$ cat config.mk
export PLATFORM = sky130hd
export DESIGN_NAME = rv32i_multiplier_arbiter
export DESIGN_NICKNAME = d
export VERILOG_FILES = /design/src/rtl/rv32i_multiplier_arbiter.sv
export SDC_FILE = /design/constraint.sdc
export NUM_CORES = 1
export LEC_CHECK = 0
export CAP_MARGIN = 15
export CELL_PAD_IN_SITES_DETAIL_PLACEMENT = 0
export CELL_PAD_IN_SITES_GLOBAL_PLACEMENT = 1
export CORE_MARGIN = 4
export CORE_UTILIZATION = 31
export DETAILED_ROUTE_END_ITERATION = 7
export GPL_ROUTABILITY_DRIVEN = 0
export PLACE_DENSITY = 0.81
export SLEW_MARGIN = 40
export SYNTH_ARGS = -nofsm -noshare
export SYNTH_HDL_FRONTEND = slang
export SYNTH_SLANG_ARGS = --single-unit
export TNS_END_PERCENT = 30
$ cat constraint.sdc
create_clock -name i_clk -period 3.3 [get_ports i_clk]
set_clock_uncertainty 0.15 [all_clocks]
set_input_delay 0.825 -clock i_clk [delete_from_list [all_inputs] [get_ports i_clk]]
set_output_delay 0.825 -clock i_clk [all_outputs]
set_load 0.01 [all_outputs]
$ cat src/rtl/rv32i_multiplier_arbiter.sv
// -----------------------------------------------------------------------------
// rv32i_multiplier_arbiter
//
// Shares one 16x16 multiplier IP between NUM_REQ execute-stage requesters.
// Each requester holds i_req_en (level) with its operands until it receives a
// one-cycle o_req_valid strobe. Grants rotate round-robin starting after the
// last served requester, and exactly one IP transaction is in flight at a time.
//
// Optional feature macro: RV32I_MULTIPLIER_ARB_TIMEOUT_EN
//   When defined, adds o_req_timeout and a busy-cycle counter. If the IP gives
//   no valid within TIMEOUT_CYCLES busy cycles, the granted requester receives
//   a zero result together with a one-cycle o_req_timeout strobe.
//
// Ports:
//   i_clk, i_rst                  clock, synchronous active-high reset
//   i_req_en[NUM_REQ]             per-requester request level
//   i_req_operand_one/two         packed 16-bit operands, requester k at [16k+:16]
//   o_req_valid[NUM_REQ]          one-hot, one-cycle result strobe
//   o_req_result[32]              product returned with the strobe
//   o_grant_id                    current or last granted requester
//   o_busy                        IP transaction in flight
//   o_req_timeout                 (macro only) timeout flag with the strobe
//   o_multiplier_en/operand_*     IP request side
//   i_multiplier_valid/result     IP response side
// -----------------------------------------------------------------------------
module rv32i_multiplier_arbiter #(
   parameter int NUM_REQ        = 2,
   parameter int TIMEOUT_CYCLES = 64
) (
   input  logic                                 i_clk,
   input  logic                                 i_rst,
   input  logic [NUM_REQ-1:0]                   i_req_en,
   input  logic [16*NUM_REQ-1:0]                i_req_operand_one,
   input  logic [16*NUM_REQ-1:0]                i_req_operand_two,
   output logic [NUM_REQ-1:0]                   o_req_valid,
   output logic [31:0]                          o_req_result,
   output logic [$clog2(NUM_REQ)-1:0]           o_grant_id,
   output logic                                 o_busy,
`ifdef RV32I_MULTIPLIER_ARB_TIMEOUT_EN
   output logic                                 o_req_timeout,
`endif
   output logic                                 o_multiplier_en,
   output logic [15:0]                          o_multiplier_operand_one,
   output logic [15:0]                          o_multiplier_operand_two,
   input  logic                                 i_multiplier_valid,
   input  logic [31:0]                          i_multiplier_result
);

   localparam int GW = $clog2(NUM_REQ);

   // Elaboration-time parameter sanity checks.
   if (NUM_REQ < 2 || NUM_REQ > 4) begin : g_bad_num_req
      $error("NUM_REQ must be in 2..4");
   end
   if (TIMEOUT_CYCLES < 1) begin : g_bad_timeout
      $error("TIMEOUT_CYCLES must be at least 1");
   end

   typedef enum logic [1:0] {ArbIdle, ArbBusy, ArbRespond} arb_state_t;

   arb_state_t           state_reg, state_next;
   logic [GW-1:0]        last_grant_reg, last_grant_next;
   logic [GW-1:0]        grant_reg, grant_next;
   logic                 mul_en_reg, mul_en_next;
   logic [15:0]          op_one_reg, op_one_next;
   logic [15:0]          op_two_reg, op_two_next;
   logic [NUM_REQ-1:0]   req_valid_reg, req_valid_next;
   logic [31:0]          result_reg, result_next;
   logic                 busy_reg, busy_next;
   // Sticky: the granted requester let go of en at some point during ArbBusy.
   logic                 abandon_reg, abandon_next;

`ifdef RV32I_MULTIPLIER_ARB_TIMEOUT_EN
   localparam int TW = $clog2(TIMEOUT_CYCLES + 1);
   logic [TW-1:0]        tmo_cnt_reg, tmo_cnt_next;
   logic                 timeout_reg, timeout_next;
   logic                 tmo_hit;
   assign tmo_hit = (tmo_cnt_reg == TW'(TIMEOUT_CYCLES - 1));
`endif

   // Round-robin candidates in priority order: cand_idx[0] is last_grant+1.
   logic [GW-1:0]        cand_idx [NUM_REQ];
   logic [GW-1:0]        sel_idx;
   logic                 any_req;
   logic                 live_grant;

   genvar gi;
   generate
      for (gi = 0; gi < NUM_REQ; gi++) begin : g_cand
         logic [31:0] rot_sum;
         assign rot_sum      = 32'(last_grant_reg) + 32'(gi + 1);
         assign cand_idx[gi] = GW'(rot_sum % 32'(NUM_REQ));
      end
   endgenerate

   // Walk from lowest to highest priority so the highest-priority hit wins.
   always_comb begin
      sel_idx = cand_idx[0];
      for (int i = NUM_REQ - 1; i >= 0; i--) begin
         if (i_req_en[cand_idx[i]]) begin
            sel_idx = cand_idx[i];
         end
      end
   end

   assign any_req    = |i_req_en;
   assign live_grant = ~abandon_reg & i_req_en[grant_reg];

   always_ff @(posedge i_clk) begin
      if (i_rst) begin
         state_reg      <= ArbIdle;
         last_grant_reg <= GW'(NUM_REQ - 1);
         grant_reg      <= '0;
         mul_en_reg     <= 1'b0;
         op_one_reg     <= '0;
         op_two_reg     <= '0;
         req_valid_reg  <= '0;
         result_reg     <= '0;
         busy_reg       <= 1'b0;
         abandon_reg    <= 1'b0;
`ifdef RV32I_MULTIPLIER_ARB_TIMEOUT_EN
         tmo_cnt_reg    <= '0;
         timeout_reg    <= 1'b0;
`endif
      end else begin
         state_reg      <= state_next;
         last_grant_reg <= last_grant_next;
         grant_reg      <= grant_next;
         mul_en_reg     <= mul_en_next;
         op_one_reg     <= op_one_next;
         op_two_reg     <= op_two_next;
         req_valid_reg  <= req_valid_next;
         result_reg     <= result_next;
         busy_reg       <= busy_next;
         abandon_reg    <= abandon_next;
`ifdef RV32I_MULTIPLIER_ARB_TIMEOUT_EN
         tmo_cnt_reg    <= tmo_cnt_next;
         timeout_reg    <= timeout_next;
`endif
      end
   end

   always_comb begin
      state_next      = state_reg;
      last_grant_next = last_grant_reg;
      grant_next      = grant_reg;
      mul_en_next     = mul_en_reg;
      op_one_next     = op_one_reg;
      op_two_next     = op_two_reg;
      req_valid_next  = '0;            // strobe only ever lasts one cycle
      result_next     = result_reg;
      busy_next       = busy_reg;
      abandon_next    = abandon_reg;
`ifdef RV32I_MULTIPLIER_ARB_TIMEOUT_EN
      tmo_cnt_next    = tmo_cnt_reg;
      timeout_next    = 1'b0;
`endif
      case (state_reg)
         ArbIdle: begin
            if (any_req) begin
               grant_next   = sel_idx;
               op_one_next  = i_req_operand_one[16*sel_idx +: 16];
               op_two_next  = i_req_operand_two[16*sel_idx +: 16];
               mul_en_next  = 1'b1;
               busy_next    = 1'b1;
               abandon_next = 1'b0;
`ifdef RV32I_MULTIPLIER_ARB_TIMEOUT_EN
               tmo_cnt_next = '0;
`endif
               state_next   = ArbBusy;
            end
         end
         ArbBusy: begin
            abandon_next = abandon_reg | ~i_req_en[grant_reg];
            if (i_multiplier_valid) begin
               mul_en_next     = 1'b0;
               last_grant_next = grant_reg;
               state_next      = ArbRespond;
               // An abandoned transaction completes silently.
               if (live_grant) begin
                  req_valid_next[grant_reg] = 1'b1;
                  result_next               = i_multiplier_result;
               end
            end
`ifdef RV32I_MULTIPLIER_ARB_TIMEOUT_EN
            else if (tmo_hit) begin
               mul_en_next               = 1'b0;
               last_grant_next           = grant_reg;
               req_valid_next[grant_reg] = 1'b1;
               result_next               = '0;
               timeout_next              = 1'b1;
               state_next                = ArbRespond;
            end else begin
               tmo_cnt_next = tmo_cnt_reg + 1'b1;
            end
`endif
         end
         ArbRespond: begin
            busy_next  = 1'b0;
            state_next = ArbIdle;
         end
         default: begin
            state_next = ArbIdle;
         end
      endcase
   end

   assign o_req_valid              = req_valid_reg;
   assign o_req_result             = result_reg;
   assign o_grant_id               = grant_reg;
   assign o_busy                   = busy_reg;
   assign o_multiplier_en          = mul_en_reg;
   assign o_multiplier_operand_one = op_one_reg;
   assign o_multiplier_operand_two = op_two_reg;
`ifdef RV32I_MULTIPLIER_ARB_TIMEOUT_EN
   assign o_req_timeout            = timeout_reg;
`endif

endmodule

==> results.yml <==
cts:
  cts_made_buffers: 9
  path_clk_slew_ps: 60
  cts_root_buffer: "clkbuf_16"
  cts_buffer_depth: 2
  ctsHoldBuffers: 0
  cts_tree: "yes"
  cts_setup_buffers: 0
  cts_resized: 0
  clock-sinks: 73
  clock_latency_ps: 320
  htreeDepth: 3
sta:
  worstMarginPinSlew_ps: 647
  fin_crit_ps: 2460
  slew_viol_final: 0
  rsz0062_at_grt: "no"
  fin_crit_sh_pct: 74.4
  max_clock_freq_mhz: 407
  finalHoldWorstSlack_ps: 324
  setup-tns-final_ps: 0
  relSlewSlack_pct: 56.9
  setup_viol: 0
  hold_viol: 0
finish:
  syn2layout_area_growth_pct: 57.0
  nets: 619
  drive_above_1_share_pct: 12.5
  stdcell_count: 662
  largest_reg_flops: 32
  n_antenna_cell: 0
critical_path:
  required_ps: 3380
  worstSetupEndpointType: "flip-flop"
  crit_slowest_cell: "clkdlybuf4s50_1"
  rr_worst_depth: 4
  crit_cells: 5
  arrival_ps: 2530
  r2r-start: "state_reg[0]"
  criticalPathCategory: "input pin to flip-flop"
  critPathMaxFanout: 19
  startpoint: "i_req_en[1]"
  critPathMaxStageDelay_ps: 710
  start_kind: "input pin"
  crit_family: "buffers and inverters"
  critPathBufInv: 2
  path_cells: "clkdlybuf4s50_1, o21ba_2, buf_12, a21oi_1, nor4_1"
floorplan:
  fp.coreArea_um2: 11000
  ios: 170
  initial_utilization_pct: 32.0
  die_w_um: 114
  rows: 38
  die-area_um2: 13100
  die_height_um: 114
pwr:
  seq_power_share_pct: 38.7
  p_int_mw: 1.85
  p_sw_share_pct: 27.6
  p_leak_nw: 1.74
  p_sw_mw: 0.707
  power.density_nw_per_um2: 464
  peakVddDrop_mv: 0.252
  power_frac_clock_pct: 37.8
  pwr-share-comb_pct: 23.5
route:
  avgViaCountPerCell: 5.63
  ant_nets: 0
  wl_per_cell_um: 18.7
  drt_iter0_drc: 325
  drt_pre_antenna_iters: 4
  drt_wl_total_um: 12400
  num_vias: 3729
  drc: 0
logic_synthesis:
  avgSynthCellArea_um2: 9.19
  ys.warnings.count: 0
  netlist_area_um2: 3510
  ys.flop_type: "dfxtp_1"
  ys_ff_latch: 73
  synth_edf_count: 0
  syn-num-nets: 483
  async_flop_share_pct: 0
  syn_inst: 382
  synth_cell_types: 29
  ys_seq_area_share_pct: 41.6
status:
  status: "complete, no violations"
placement:
  dp_hpwl_um: 8250
  dp_cells: 646
  port_buffers: 169
hold_path:
  hold_path_depth: 2
  hold_start: "o_req_result[25]"
  hp-class: "flip-flop to flip-flop"
global_route:
  grt_use_total_pct: 18.2
  grt_pass1_wl_um: 19400
  first_global_vias: 3730
  overflow: 0
  antenna_found_initial: 0
  grt_max_degree: 49
run:
  cap_violations: 0
## metrics by stage
stage	power (mW)	area [um^2]	worst slack [ps]	util [%]
2_1_floorplan	1.30	3510	1320	-
3_3_place_gp	1.60	5190	542	47.3
3_5_place_dp	1.61	5190	509	47.3
4_1_cts	2.59	5490	839	50.0
5_1_grt	2.68	5520	694	50.2
6_report	2.56	5520	843	50.2
## final cells by class
class                      count  area [um^2]
fill                        1064         5470
timing repair buffer         181         1800
multi-input combinational    248         1760
sequential                    73         1460
clock buffer                  10          239
tap                          140          175
clock inverter                 5         56.3
inverter                       5         18.8
## worst register-to-register path: stages (launching register included)
cell and delay [ps]:
dfxtp_1 460, or2_2 430, buf_4 560, a2111oi_0 180, nor4_1 290
## cell usage in the layout, fill, tap and decap left out, types with 2 or more instances in the layout
cell,instances
a2111oi_0,34
a2111oi_1,3
a2111oi_2,27
a211oi_1,2
a21oi_1,67
buf_2,2
buf_4,10
clkbuf_16,9
clkdlybuf4s50_1,167
clkinv_2,2
dfxtp_1,72
inv_1,3
inv_2,2
nand2_1,4
nand3_1,32
nand3b_1,2
nor3_1,2
nor4_1,33
o21ai_0,32
## logic make-up after synthesis
family / Yosys count / synth area share (%)
mux: 3 / 0.891
flops: 73 / 41.6
compound gates: 168 / 36.2
buf+inv: 61 / 8.83
simple gates: 77 / 12.5
## per-layer routing
layer  wire [um]  track usage (%)
met5           0                0
met4         102             5.23
met2        5740             28.3
met3        1320             6.13
met1        5240             24.0
## worst paths after layout
check	end	slack (ps)
max	o_multiplier_operand_one[7]	840
min	o_req_result[25]	320
max reg2reg	o_multiplier_operand_two[6]	1140
min reg2reg	o_req_result[25]	320
## cell usage after synthesis, types with 4 or more instances
| master | number | share of area, % |
|---|---|---|
| a2111oi_2 | 27 | 12 |
| o21ai_0 | 32 | 4.6 |
| nand2_1 | 4 | 0.43 |
| buf_6 | 6 | 1.9 |
| clkbuf_1 | 22 | 2.4 |
| inv_1 | 4 | 0.43 |
| a2111oi_0 | 34 | 8.5 |
| nand3_1 | 32 | 4.6 |
| buf_2 | 20 | 2.9 |
| a21oi_1 | 67 | 9.5 |
| clkbuf_2 | 6 | 0.86 |
| nor4_1 | 33 | 5.9 |
| dfxtp_1 | 73 | 42 |
## power by group through the flow
stage | registers (mW) | logic (mW) | clock network, mW
after floorplan | 1.03 | 0.274 | 0
after global placement | 1.01 | 0.593 | 0
after detailed placement | 1.01 | 0.598 | 0
after CTS | 0.992 | 0.601 | 0.995
after global routing | 0.998 | 0.651 | 1.03
final | 0.991 | 0.603 | 0.967
Note: power is estimated with default switching activity, not from simulation.
